`src/rtl/nt_block_feeder_pkg.sv`:
```
// Shared definitions for the NT-hash block feeder and the MD4 core:
// MD4 initial chaining values, the one-block character limit, the
// feeder state encoding and the byte-swap helper.
package nt_block_feeder_pkg;

  localparam logic [31:0] MD4_INIT_A = 32'h67452301;
  localparam logic [31:0] MD4_INIT_B = 32'hEFCDAB89;
  localparam logic [31:0] MD4_INIT_C = 32'h98BADCFE;
  localparam logic [31:0] MD4_INIT_D = 32'h10325476;

  // 2*27 UTF-16 bytes + 0x80 pad byte still leaves bytes 56..63 free for the length.
  localparam int MAX_BLOCK_CHARS = 27;

  // Cycles from the irdy pulse to a forced error when the core never answers.
  localparam int WATCHDOG_CYCLES = 100;

  typedef enum logic [2:0] {
    ST_COLLECT,
    ST_PAD,
    ST_FIRE,
    ST_WAIT,
    ST_HOLD
  } feeder_state_t;

  // MD4 works on little-endian words; the digest is presented in byte order.
  function automatic logic [31:0] byteswap32(input logic [31:0] w);
    return {w[7:0], w[15:8], w[23:16], w[31:24]};
  endfunction

endpackage

```
`src/rtl/nt_block_assembler.sv`:
```
// 64-byte message block register file. Writes one password character as a
// UTF-16LE code unit, inserts the 0x80 pad byte and the 64-bit little-endian
// bit length, and clears back to zero between passwords.
module nt_block_assembler (
  input  logic         clk,
  input  logic         rst,
  input  logic         clear,
  input  logic         wr_char,
  input  logic         wr_pad,
  input  logic [4:0]   char_idx,
  input  logic [7:0]   char_byte,
  output logic [511:0] block
);

  logic [5:0]  lo_idx;
  logic [5:0]  hi_idx;
  logic [15:0] bit_len;

  // Character n occupies bytes 2n (ASCII) and 2n+1 (zero high byte).
  assign lo_idx  = {char_idx, 1'b0};
  assign hi_idx  = lo_idx + 6'd1;
  // Message length in bits is 16 per character.
  assign bit_len = {7'd0, char_idx, 4'd0};

  genvar gi;
  generate
    for (gi = 0; gi < 64; gi++) begin : g_byte
      localparam logic [5:0] BYTE_IDX = 6'(gi);
      logic [7:0] byte_reg;

      // Per-byte write decode: character, pad marker or length, else hold.
      always_ff @(posedge clk) begin
        if (rst || clear) begin
          byte_reg <= 8'h00;
        end else if (wr_char && (BYTE_IDX == lo_idx)) begin
          byte_reg <= char_byte;
        end else if (wr_char && (BYTE_IDX == hi_idx)) begin
          byte_reg <= 8'h00;
        end else if (wr_pad) begin
          if (BYTE_IDX == lo_idx) begin
            byte_reg <= 8'h80;
          end else if (BYTE_IDX == 6'd56) begin
            byte_reg <= bit_len[7:0];
          end else if (BYTE_IDX == 6'd57) begin
            byte_reg <= bit_len[15:8];
          end
        end
      end

      // Message byte i sits at the top of the block, MSB-first.
      assign block[511-8*gi -: 8] = byte_reg;
    end
  endgenerate

endmodule

```
`src/rtl/nt_block_feeder.sv`:
```
// NT-hash block feeder: collects a NUL-terminated ASCII password, builds the
// UTF-16LE MD4-padded block, fires the MD4 core once and holds the digest
// until the consumer takes it.
// Optional: define NT_BLOCK_FEEDER_WATCHDOG_EN to abort a WAIT that sees no
// core result within 100 cycles of the irdy pulse (hash_err=1, digest 0).
module nt_block_feeder
  import nt_block_feeder_pkg::*;
#(
  parameter int MAX_CHARS = MAX_BLOCK_CHARS  // 1..27
) (
  input  logic         clk,
  input  logic         rst,
  input  logic         char_valid,
  input  logic [7:0]   char_data,
  output logic         char_ready,
  output logic         md4_irdy,
  output logic [31:0]  md4_state_a,
  output logic [31:0]  md4_state_b,
  output logic [31:0]  md4_state_c,
  output logic [31:0]  md4_state_d,
  output logic [511:0] md4_data,
  input  logic         md4_ordy,
  input  logic [31:0]  md4_newstate_a,
  input  logic [31:0]  md4_newstate_b,
  input  logic [31:0]  md4_newstate_c,
  input  logic [31:0]  md4_newstate_d,
  output logic         hash_valid,
  input  logic         hash_ready,
  output logic [127:0] hash_digest,
  output logic [4:0]   hash_len,
  output logic         hash_err
);

  localparam logic [4:0] MAX_N = 5'(MAX_CHARS);

  feeder_state_t state_reg, state_next;
  logic [4:0]    count_reg;
  logic          ovf_reg;
  logic [127:0]  digest_reg;
  logic [4:0]    len_reg;
  logic          err_reg;

  logic wr_char, wr_pad, clear_blk, capture, set_ovf, load_err;

`ifdef NT_BLOCK_FEEDER_WATCHDOG_EN
  // irdy cycle + 99 WAIT cycles puts HOLD exactly 100 cycles after the pulse.
  localparam logic [6:0] WD_LAST = 7'(WATCHDOG_CYCLES - 2);
  logic [6:0] wd_reg;

  // Watchdog counts WAIT cycles and restarts whenever WAIT is left.
  always_ff @(posedge clk) begin
    if (rst || (state_reg != ST_WAIT)) begin
      wd_reg <= 7'd0;
    end else begin
      wd_reg <= wd_reg + 7'd1;
    end
  end
`endif

  // The core always starts from the standard MD4 chaining values.
  assign md4_state_a = MD4_INIT_A;
  assign md4_state_b = MD4_INIT_B;
  assign md4_state_c = MD4_INIT_C;
  assign md4_state_d = MD4_INIT_D;

  assign hash_valid  = (state_reg == ST_HOLD);
  assign hash_digest = digest_reg;
  assign hash_len    = len_reg;
  assign hash_err    = err_reg;

  nt_block_assembler u_assembler (
    .clk       (clk),
    .rst       (rst),
    .clear     (clear_blk),
    .wr_char   (wr_char),
    .wr_pad    (wr_pad),
    .char_idx  (count_reg),
    .char_byte (char_data),
    .block     (md4_data)
  );

  // Next-state and strobe decode; md4_ordy only matters while in WAIT.
  always_comb begin
    state_next = state_reg;
    char_ready = 1'b0;
    md4_irdy   = 1'b0;
    wr_char    = 1'b0;
    wr_pad     = 1'b0;
    clear_blk  = 1'b0;
    capture    = 1'b0;
    set_ovf    = 1'b0;
    load_err   = 1'b0;
    case (state_reg)
      ST_COLLECT: begin
        char_ready = 1'b1;
        if (char_valid) begin
          if (char_data == 8'h00) begin
            state_next = ST_PAD;
          end else if (count_reg < MAX_N) begin
            wr_char = 1'b1;
          end else begin
            set_ovf = 1'b1;
          end
        end
      end
      ST_PAD: begin
        if (ovf_reg) begin
          load_err   = 1'b1;
          state_next = ST_HOLD;
        end else begin
          wr_pad     = 1'b1;
          state_next = ST_FIRE;
        end
      end
      ST_FIRE: begin
        // The core restarts while irdy is high, so this is a single-cycle pulse.
        md4_irdy   = 1'b1;
        state_next = ST_WAIT;
      end
      ST_WAIT: begin
        if (md4_ordy) begin
          capture    = 1'b1;
          state_next = ST_HOLD;
        end
`ifdef NT_BLOCK_FEEDER_WATCHDOG_EN
        else if (wd_reg == WD_LAST) begin
          load_err   = 1'b1;
          state_next = ST_HOLD;
        end
`endif
      end
      ST_HOLD: begin
        if (hash_ready) begin
          clear_blk  = 1'b1;
          state_next = ST_COLLECT;
        end
      end
      default: state_next = ST_COLLECT;
    endcase
  end

  // State, character count, overflow flag and result registers.
  always_ff @(posedge clk) begin
    if (rst) begin
      state_reg  <= ST_COLLECT;
      count_reg  <= 5'd0;
      ovf_reg    <= 1'b0;
      digest_reg <= 128'd0;
      len_reg    <= 5'd0;
      err_reg    <= 1'b0;
    end else begin
      state_reg <= state_next;
      if (clear_blk) begin
        count_reg <= 5'd0;
        ovf_reg   <= 1'b0;
      end else begin
        if (wr_char) count_reg <= count_reg + 5'd1;
        if (set_ovf) ovf_reg <= 1'b1;
      end
      if (capture) begin
        digest_reg <= {byteswap32(md4_newstate_a), byteswap32(md4_newstate_b),
                       byteswap32(md4_newstate_c), byteswap32(md4_newstate_d)};
        len_reg    <= count_reg;
        err_reg    <= 1'b0;
      end else if (load_err) begin
        // On overflow the count has saturated at MAX_CHARS.
        digest_reg <= 128'd0;
        len_reg    <= count_reg;
        err_reg    <= 1'b1;
      end
    end
  end

endmodule
```
`config.mk`:
```
export PLATFORM = sky130hd
export DESIGN_NAME = nt_block_feeder
export DESIGN_NICKNAME = d
export VERILOG_FILES = /design/src/rtl/nt_block_feeder_pkg.sv /design/src/rtl/nt_block_assembler.sv /design/src/rtl/nt_block_feeder.sv
export SDC_FILE = /design/constraint.sdc
export NUM_CORES = 1
export LEC_CHECK = 0
export CAP_MARGIN = 10
export CORE_AREA = 3 3 360 362
export CTS_CLUSTER_SIZE = 16
export DETAILED_ROUTE_END_ITERATION = 8
export DIE_AREA = 0 0 363 365
export MAX_ROUTING_LAYER = met4
export SETUP_SLACK_MARGIN = 0.1
export SLEW_MARGIN = 10
export SYNTH_ARGS = -nofsm -noshare
export SYNTH_HDL_FRONTEND = slang
export SYNTH_SLANG_ARGS = --single-unit
```
`constraint.sdc`:
```
create_clock -name clk -period 3.2 [get_ports clk]
set_input_delay 0.48 -clock clk [delete_from_list [all_inputs] [get_ports clk]]
set_output_delay 0.48 -clock clk [all_outputs]
set_load 0.02 [all_outputs]
```
# Word level (Yosys, flattened, before mapping)

Index checks and enable logic that the tools add are counted.

Add/sub/neg operators: 2
Multiply operators: 0
Divide/modulo/power cells: 0
Magnitude comparators: 1
Eq/ne operators: 71
Shift operators: 0
Mux-type cells: 156
Bitwise logic cells: 0
Reduce and logical (&&, ||, !) cells: 169

Operators with widths:

| cell                  | number |
|---|---|
| $mux W8               | 128 |
| $mux W128             | 2 |
| $reduce_bool A3 Y1    | 63 |
| $eq A6 B6 Y1 const A  | 17 |
| $eq A5 B5 Y1 const A  | 16 |
| $logic_and A1 B1 Y1   | 65 |
| $reduce_and A2 Y1     | 31 |
| $eq A5 B6 Y1 const A  | 8 |
| $eq A4 B5 Y1 const A  | 8 |
| $eq A4 B6 Y1 const A  | 4 |
| $eq A3 B5 Y1 const A  | 4 |
| $mux W1               | 18 |
| $mux W3               | 5 |
| $pmux W3 S5           | 1 |
| $eq A3 B6 Y1 const A  | 2 |
| $logic_not A6 Y1      | 2 |
| $eq A2 B5 Y1 const A  | 2 |
| $mux W5               | 2 |
| $logic_not A8 Y1      | 1 |
| $add A6 B1 Y6 const B | 1 |
| $eq A2 B6 Y1 const A  | 1 |
| $eq A3 B2 Y1 const B  | 2 |
| $ne A2 B2 Y1 const B  | 3 |
| $reduce_or A2 Y1      | 3 |
| other kinds (10)      | 10 |

Register bits after elaboration: 400
Bits in latches: 0
Bits in writable memories: 0
ROM bits: 0
Input port bits: 141
Output and inout port bits: 777
Word-level logic and storage cells: 438
Memories kept: 0

# Logic depth before layout (Yosys ltp)

Gate-level depths: netlist (run 1).

Depth in word-level cells: 8
Gate-level depth with buffers: 9
Mapped depth without buffers: 6

# Modules after synthesis

From an unflattened synthesis (run 1), not the netlist that was laid out.

Cell total of the unflattened synthesis: 2102
Area, all modules: 17966.0 µm²

By module, submodules not included:

| module             | instances | cells an instance | area an instance (µm²) | sequential area each (µm²) |
|---|---|---|---|---|
| nt_block_assembler | 1         | 1465              | 12057.8                | 5144.9 |
| nt_block_feeder    | 1         | 637               | 5908.2                 | 2862.7 |

# Least setup slack after synthesis (run 1)

No wires, ideal clock.

Path kind: input to register
From: in char_data[0]
To: reg u_assembler.g_byte[48].byte_reg[2]
Library setup time: 0.116 ns
Arrival time: 1.944 ns
Data required time: 3.084 ns
Slack: 1.139 ns
Stages on the path: 6
Buffers on the path: 2
Path through: or4_1 -> clkbuf_1 -> o2111ai_2 -> buf_2 -> nor3_1 -> a31o_2

Cells in the longest elaborated chain, start to end: 7
Elaborated cells between the ends (all ways): 11
Classes of those cells: 5 x mux; 6 x reduce/logical

Ends and longest elaborated chain:

| element                                                               | RTL line                                           | source |
|---|---|---|
| start: declaration                                                    | nt_block_feeder.sv:14                              | `input logic [7:0] char_data,` |
| $logic_not A8 Y1 *                                                    | nt_block_feeder.sv:97                              | `if (char_data == 8'h00) begin` |
| $mux W1 *                                                             | nt_block_feeder.sv:97                              |  |
| $mux W1 *                                                             | nt_block_feeder.sv:96                              | `if (char_valid) begin` |
| $mux W1 *                                                             | nt_block_feeder.sv:93                              | `case (state_reg)` |
| $logic_and A1 B1 Y1 (on tied branches)                                | nt_block_assembler.sv:37, nt_block_assembler.sv:35 |  |
| $reduce_bool A3 Y1 (no source line) / $mux W8 (equally long branches) | n/a                                                |  |
| $reduce_and A2 Y1 (no source line) / $mux W8 (equally long branches)  | n/a                                                |  |
| end signal: assignment                                                | nt_block_assembler.sv:36                           | `byte_reg <= char_byte;` |
| end signal: assignment                                                | nt_block_assembler.sv:43                           | `byte_reg <= bit_len[7:0];` |
| end signal: assignment                                                | nt_block_assembler.sv:45                           | `byte_reg <= bit_len[15:8];` |
| end: declaration                                                      | nt_block_assembler.sv:29                           | `logic [7:0] byte_reg;` |

Every way passes the cells marked *; elsewhere a longest branch is shown, timed or not.
A chain may end at the register's enable or synchronous reset.

# Worst setup path in the final report (run 1)

From: reg state_reg[2]
To: out hash_valid

Cells in the longest elaborated chain, start to end: 1

Ends and longest elaborated chain:

| element                  | RTL line               | source |
|---|---|---|
| start: declaration       | nt_block_feeder.sv:36  | `feeder_state_t state_reg, state_next;` |
| start signal: assignment | nt_block_feeder.sv:152 | `state_reg <= state_next;` |
| $eq A3 B3 Y1             | nt_block_feeder.sv:66  | `assign hash_valid = (state_reg == ST_HOLD);` |
| end: declaration         | nt_block_feeder.sv:27  | `output logic hash_valid,` |

Every way passes these cells.

==> flow_metrics.tcl, run 1 <==
set metrics [dict create \
    status "complete, no violations" \
    cp-end-kind "output pin" \
    clock_sinks 400 \
    antenna_left 0 \
    design_area_um2 26300 \
    antenna_found_initial 16 \
    placed_area_um2 24500 \
    cts_tree "done" \
    multi_input_area_um2 8000 \
    grt_pass1_vias 14500 \
    post_cts_resized 0 \
    clock_latency_ns 0.62 \
    maxSlewViolCount 0 \
    gr-max-usage-layer "met2" \
    max-clock-path-buffers 3 \
    synth.most_common_cell "dfxtp_1" \
    synthTopCellsByArea "dfxtp_1 44%, buf_4 16%, a22oi_1 5.3%" \
    required_ns 2.72 \
    async_flop_share_pct 0 \
    min_period_ns 2.81 \
    synthDistinctLibCells 54 \
    use_met3_pct 3.72 \
    synth_edf_count 0 \
    yosys.area.top_type "dfxtp_1" \
    clk_pin_slew_ns 0.06 \
    drc 0 \
    yosysTopAreaCellShare_pct 44.2 \
    pin_count 918 \
    maxCapViolCount 0 \
    syn-cell-area_um2 18100 \
    htree_levels 2 \
    peakVddDrop_v 0.000348 \
    yosys_warnings 0 \
    root_buffer "clkbuf_16" \
    wl_um 80400 \
    setup_violations 0 \
    tightest_slew_ns 1.15 \
    hold_viol_final 0 \
    start_kind "flop" \
    relSlewSlack_pct 22.6 \
    ys.flop_type "dfxtp_1" \
    floorplan.initialDensity_pct 14.3 \
    rows 131 \
    die_h_um 365 \
    port_buffers 534 \
    dr.first_iter.drc_count 1112 \
    synth_common_cells "400 x dfxtp_1, 387 x buf_4, 165 x nor2_1" \
    drt_pass1_iterations 5 \
    avgSynthCellArea_um2 9.04 \
    vias 15800 \
    fin_skew_ns 0.0325 \
    die_area_um2 132000 \
    wl_per_cell_um 18.9 \
    seq_area_frac_synth_pct 44.2 \
    core-area_um2 127000 \
    final.fill_count 13900 \
    gp_congestion 0.794 \
    syn2layout_area_growth_pct 45.2 \
    use_met1_pct 15.1 \
    fmax_ghz 0.356 \
    grt_usage_pct 11.6 \
    seq_area_um2 8010 \
    crit_type "reg2out" \
    post_cts_buffers 0 \
    hp-class "in2reg" \
    power.total_mw 12.4 \
    drive_above_1_share_pct 9.32 \
    ys_seq_elements 400 \
    power.density_nw_per_um2 470 \
    p_leak_nw 9.46 \
    gr-total-overflow 0 \
    routed_via_density 3.72 \
    crit_fanout 13 \
    stdcell_count 4243 \
    placed_cells 4149 \
    grt_max_degree 141 \
    met2_usage_pct 17.0 \
    rsz0062_at_grt "no" \
    synthCells 2003 \
    finalSetupTns_ns 0 \
    finalCritPeriodShare_pct 87.7 \
    critPathArrivalTime_ns 2.33 \
    cts-buffers-inserted 49 \
    final_util_pct 20.7 \
    die_x_um 363 \
    largest_reg_flops 257 \
    holdBufCountCts 0 \
    grt_pass1_wl_um 109000 \
    hpwl_um 62500 \
    final_nets 2685 \
]
==> final timing paths <==
| kind | cells after the start | slack, ns | start | end |
|---|---|---|---|---|
| max | 2 | 0.39 | state_reg[2] | hash_valid |
| min | 3 | 0.39 | rst | hash_len[4] |
| max reg2reg | 6 | 0.45 | count_reg[1] | u_assembler.g_byte[6].byte_reg[3] |
| min reg2reg | 2 | 0.46 | u_assembler.g_byte[57].byte_reg[0] | u_assembler.g_byte[57].byte_reg[0] |
==> placed cells by master, fill, tap and decap left out, types with 5 or more instances in the layout <==
master	count
o221a_2	12
clkbuf_1	7
buf_12	17
o21ai_1	5
a32o_1	60
nand2b_1	22
inv_1	15
clkbuf_16	50
clkdlybuf4s50_1	533
nor3_1	34
nor2_1	164
a31oi_1	47
a21oi_1	103
and2_1	5
dfxtp_1	399
buf_4	96
ha_1	6
o21ai_0	20
mux2i_1	82
a221oi_1	8
a211oi_1	5
nor2b_1	20
diode_2	6
nand3_1	150
nand2_1	78
a22oi_1	128
a31o_2	14
clkbuf_8	11
clkinv_2	5
and3_1	13
conb_1	383
bufinv_16	7
o211ai_1	18
==> layout make-up <==
type,count,share of cell area (%)
antenna,6,0.0571
clock buffer,68,5.43
clock inverter,20,1.23
inverter,15,0.214
multi-input combinational,1426,30.4
sequential,400,30.4
tap,1662,7.90
timing repair buffer,646,24.3
==> where the power goes <==
part	total, mW	switching [mW]	internal (mW)
Combinational	1.27	0.910	0.359
Clock	6.05	2.36	3.69
Sequential	5.05	0.0380	5.02
Total	12.4	3.31	9.06
==> routing by layer <==
metal / routed length, um / vias to the layer above
met3: 6900 / 114
met2: 35100 / 695
met5: 0 / -
li1: - / 7388
met1: 36200 / 7567
met4: 2190 / 0
==> per-stage QoR <==
stage               worst slack (ns)  hold WS [ns]
finish                         0.394         0.391
CTS                            0.128         0.379
detailed placement             0.214         0.445
global route                   0.222         0.409
floorplan                       1.14         0.487
global placement               0.231         0.442
==> cells by family after synthesis <==
family,Yosys count,share of synthesized area (%)
other,2,0.0415
xor gates and xnor gates,1,0.0484
DFF,400,44.2
muxes,83,4.59
buffers and inverters,558,19.8
AOI/OAI and AO/OA,437,17.4
and+or+nand+nor,516,13.4
adders and majority gates,6,0.414
==> critical path, stage by stage (launching register included) <==
cell and delay, ns:
dfxtp_1 0.67, nor3b_1 0.36, clkdlybuf4s50_1 0.68
Note: power is estimated with default switching activity, not from simulation.
==> run 2: changes to the inputs <==
- CORE_AREA: 3 3 360 362 -> 3 3 358 360
- DIE_AREA: 0 0 363 365 -> 0 0 361 363
- SYNTH_HIERARCHICAL: default -> 1
==> run 2 against run 1 <==
Synthesized cell count rose by 4.9%; global-route usage rose by 0.96 points; routed wire length rose by 6.5%; critical path type unchanged; largest power group unchanged.
==> flow_metrics.tcl, run 2 <==
set metrics [dict create \
    max-clock-path-buffers 3 \
    power_frac_seq_pct 41.7 \
    root_buffer "clkbuf_16" \
    htree_levels 2 \
    pwr-share-comb_pct 8.9 \
    holdBufCountCts 0 \
    cp-end-kind "output pin" \
    maxSlewViolCount 0 \
    grt_pass1_vias 14700 \
    synth_edf_count 0 \
    fmax_ghz 0.346 \
    die_area_um2 131000 \
    critPathArrivalTime_ns 2.41 \
    grt_pass1_wl_um 115000 \
    rows 130 \
    status "complete, no violations" \
    largest_reg_flops 257 \
    final_cell_mix "533 x clkdlybuf4s50_1, 396 x dfxtp_1, 383 x conb_1" \
    clk_pin_slew_ns 0.06 \
    final_nets 2720 \
    cts-buffers-inserted 50 \
    ys_seq_elements 400 \
    post_cts_buffers 0 \
    synthCells 2102 \
    placed_cells 4176 \
    fin_skew_ns 0.0208 \
    grt_max_degree 115 \
    core-area_um2 125000 \
    hold_viol_final 0 \
    crit_fanout 12 \
    r2r_start "state_reg[0]" \
    antenna_left 0 \
    start_kind "flop" \
    multi_input_area_um2 7570 \
    hold_path_end "hash_digest[78]" \
    ff2ff_setup_slack_ns 0.58 \
    final.fill_count 13700 \
    dr.first_iter.drc_count 1420 \
    ys.flop_type "dfxtp_1" \
    grt_usage_pct 12.6 \
    drc 0 \
    die_h_um 363 \
    rsz0062_at_grt "no" \
    p_sw_mw 3.25 \
    relSlewSlack_pct 32.5 \
    async_flop_share_pct 0 \
    avgSynthCellArea_um2 8.55 \
    p_leak_nw 9.12 \
    syn-cell-area_um2 18000 \
    finalSetupTns_ns 0 \
    gr-total-overflow 0 \
    synthDistinctLibCells 55 \
    drt_pass1_iterations 6 \
    yosys.area.top_type "dfxtp_1" \
    port_buffers 534 \
    final.setup.worst_slack_ns 0.309 \
    r2r-end "u_assembler/g_byte[46].byte_reg[7]" \
    pin_count 918 \
    setup_violations 0 \
    vias 15900 \
    synth_common_cells "400 x buf_4, 400 x dfxtp_1, 226 x a21oi_1, 226 x nand2_1, 176 x o21ai_0" \
    cts_tree "done" \
    gp_congestion 0.811 \
    min_period_ns 2.89 \
    crit_type "reg2out" \
    hpwl_um 63400 \
    seq_area_frac_synth_pct 44.6 \
    min_path_cells 2 \
    maxCapViolCount 0 \
    power.total_mw 12.1 \
    clock_sinks 400 \
    p_sw_share_pct 27.0 \
    wl_per_cell_um 20.0 \
    hp-start "rst" \
    peakVddDrop_v 0.000336 \
    seq_area_um2 8010 \
    antenna_found_initial 27 \
    layout.cells.most_common "clkdlybuf4s50_1" \
    syn2layout_area_growth_pct 43.1 \
    drive_above_1_share_pct 9.09 \
    p_int_mw 8.80 \
    yosys_warnings 6 \
    hp-class "in2reg" \
    synthTopCellsByArea "dfxtp_1 45%, buf_4 17%, a21oi_1 6.3%" \
    r2r.worst_path.cells 8 \
    wl_um 85600 \
    preCtsSetupSlack_ns 0.138 \
    required_ns 2.72 \
    die_x_um 361 \
    clkPwrFrac_pct 49.4 \
    clock_latency_ns 0.61 \
    floorplan.initialDensity_pct 14.3 \
    tightest_slew_ns 1.01 \
    post_cts_resized 0 \
    yosysTopAreaCellShare_pct 44.6 \
    routed_via_density 3.71 \
    finalCritPeriodShare_pct 90.3 \
    stdcell_count 4277 \
    power.density_nw_per_um2 469 \
]
-- run 2: cell count changes in the layout (fill, tap and decap cells not counted), sizes merged, moves of 18 or more --
cell / change
a21oi: +124
a31oi: -45
a32o: -60
buf: -21
mux2i: -71
nand2: +146
nand2b: -19
nand3: -145
nor3: -25
o211ai: -18
o21ai: +198
o221a: +19
-- run 2: through the flow --
step	utilization (%)	hold slack (ns)	area, um^2
3_5_place_dp	19.1	0.464	24000
3_3_place_gp	19.1	0.458	24000
6_report	20.5	0.221	25700
4_1_cts	20.5	0.151	25700
2_1_floorplan	-	0.521	19400
5_1_grt	20.5	0.179	25700
-- run 2: worst max-delay path: stages, from the launching register on --
cell and delay, ns:
dfxtp_1 0.59, nor3b_1 0.50, clkdlybuf4s50_1 0.71
-- run 2: logic make-up (layout without fill, tap and decap cells) --
family	after synthesis	after routing	synth area share, %
AO/OA/AOI/OAI	622	622	20.5
buffers and inverters	582	717	21.5
AND/OR/NAND/NOR	483	483	12.7
flip-flops	400	400	44.6
multiplexers	11	11	0.613
other	3	393	0.0627
adder cells (fa/ha/maj)	1	1	0.0696
-- run 2: power by group through the flow --
stage	combinational (mW)	sequential, mW	clock [mW]
after global routing	1.14	5.03	6.35
after detailed placement	1.07	5.14	0
after global placement	1.07	5.14	0
after CTS	1.07	5.03	6.20
after floorplan	0.993	5.14	0
final	1.08	5.03	5.95
-- run 2: cell type report --
type	count	share of cell area [%]
flip-flops and latches	400	31.2
multi-input cells	1500	29.4
repair buffers	625	24.6
well taps	1650	8.03
clock buffers	70	5.64
clock inverters	21	0.993
diodes	10	0.0973
inverters	1	0.0146
-- run 2: worst max-delay path by stage --
stage	start	endpoint	slack, ns
2_1_floorplan	state_reg[0]	u_assembler/g_byte[32].byte_reg[7]	0.69
5_1_grt	state_reg[1]	md4_irdy	0.20
6_report	state_reg[1]	md4_irdy	0.31
3_3_place_gp	char_data[0]	u_assembler/g_byte[30].byte_reg[7]	0.10
3_5_place_dp	char_valid	u_assembler/g_byte[34].byte_reg[7]	0.14
4_1_cts	state_reg[1]	md4_irdy	0.23
-- run 2: routing by layer --
layer | GRT usage [%] | share of wire (%) | vias to the layer above
li1 | - | - | 7368
met2 | 19.9 | 47 | 775
met1 | 15.0 | 41 | 7595
met4 | 4.40 | 2.9 | 0
met3 | 4.04 | 8.9 | 143
met5 | - | 0 | -
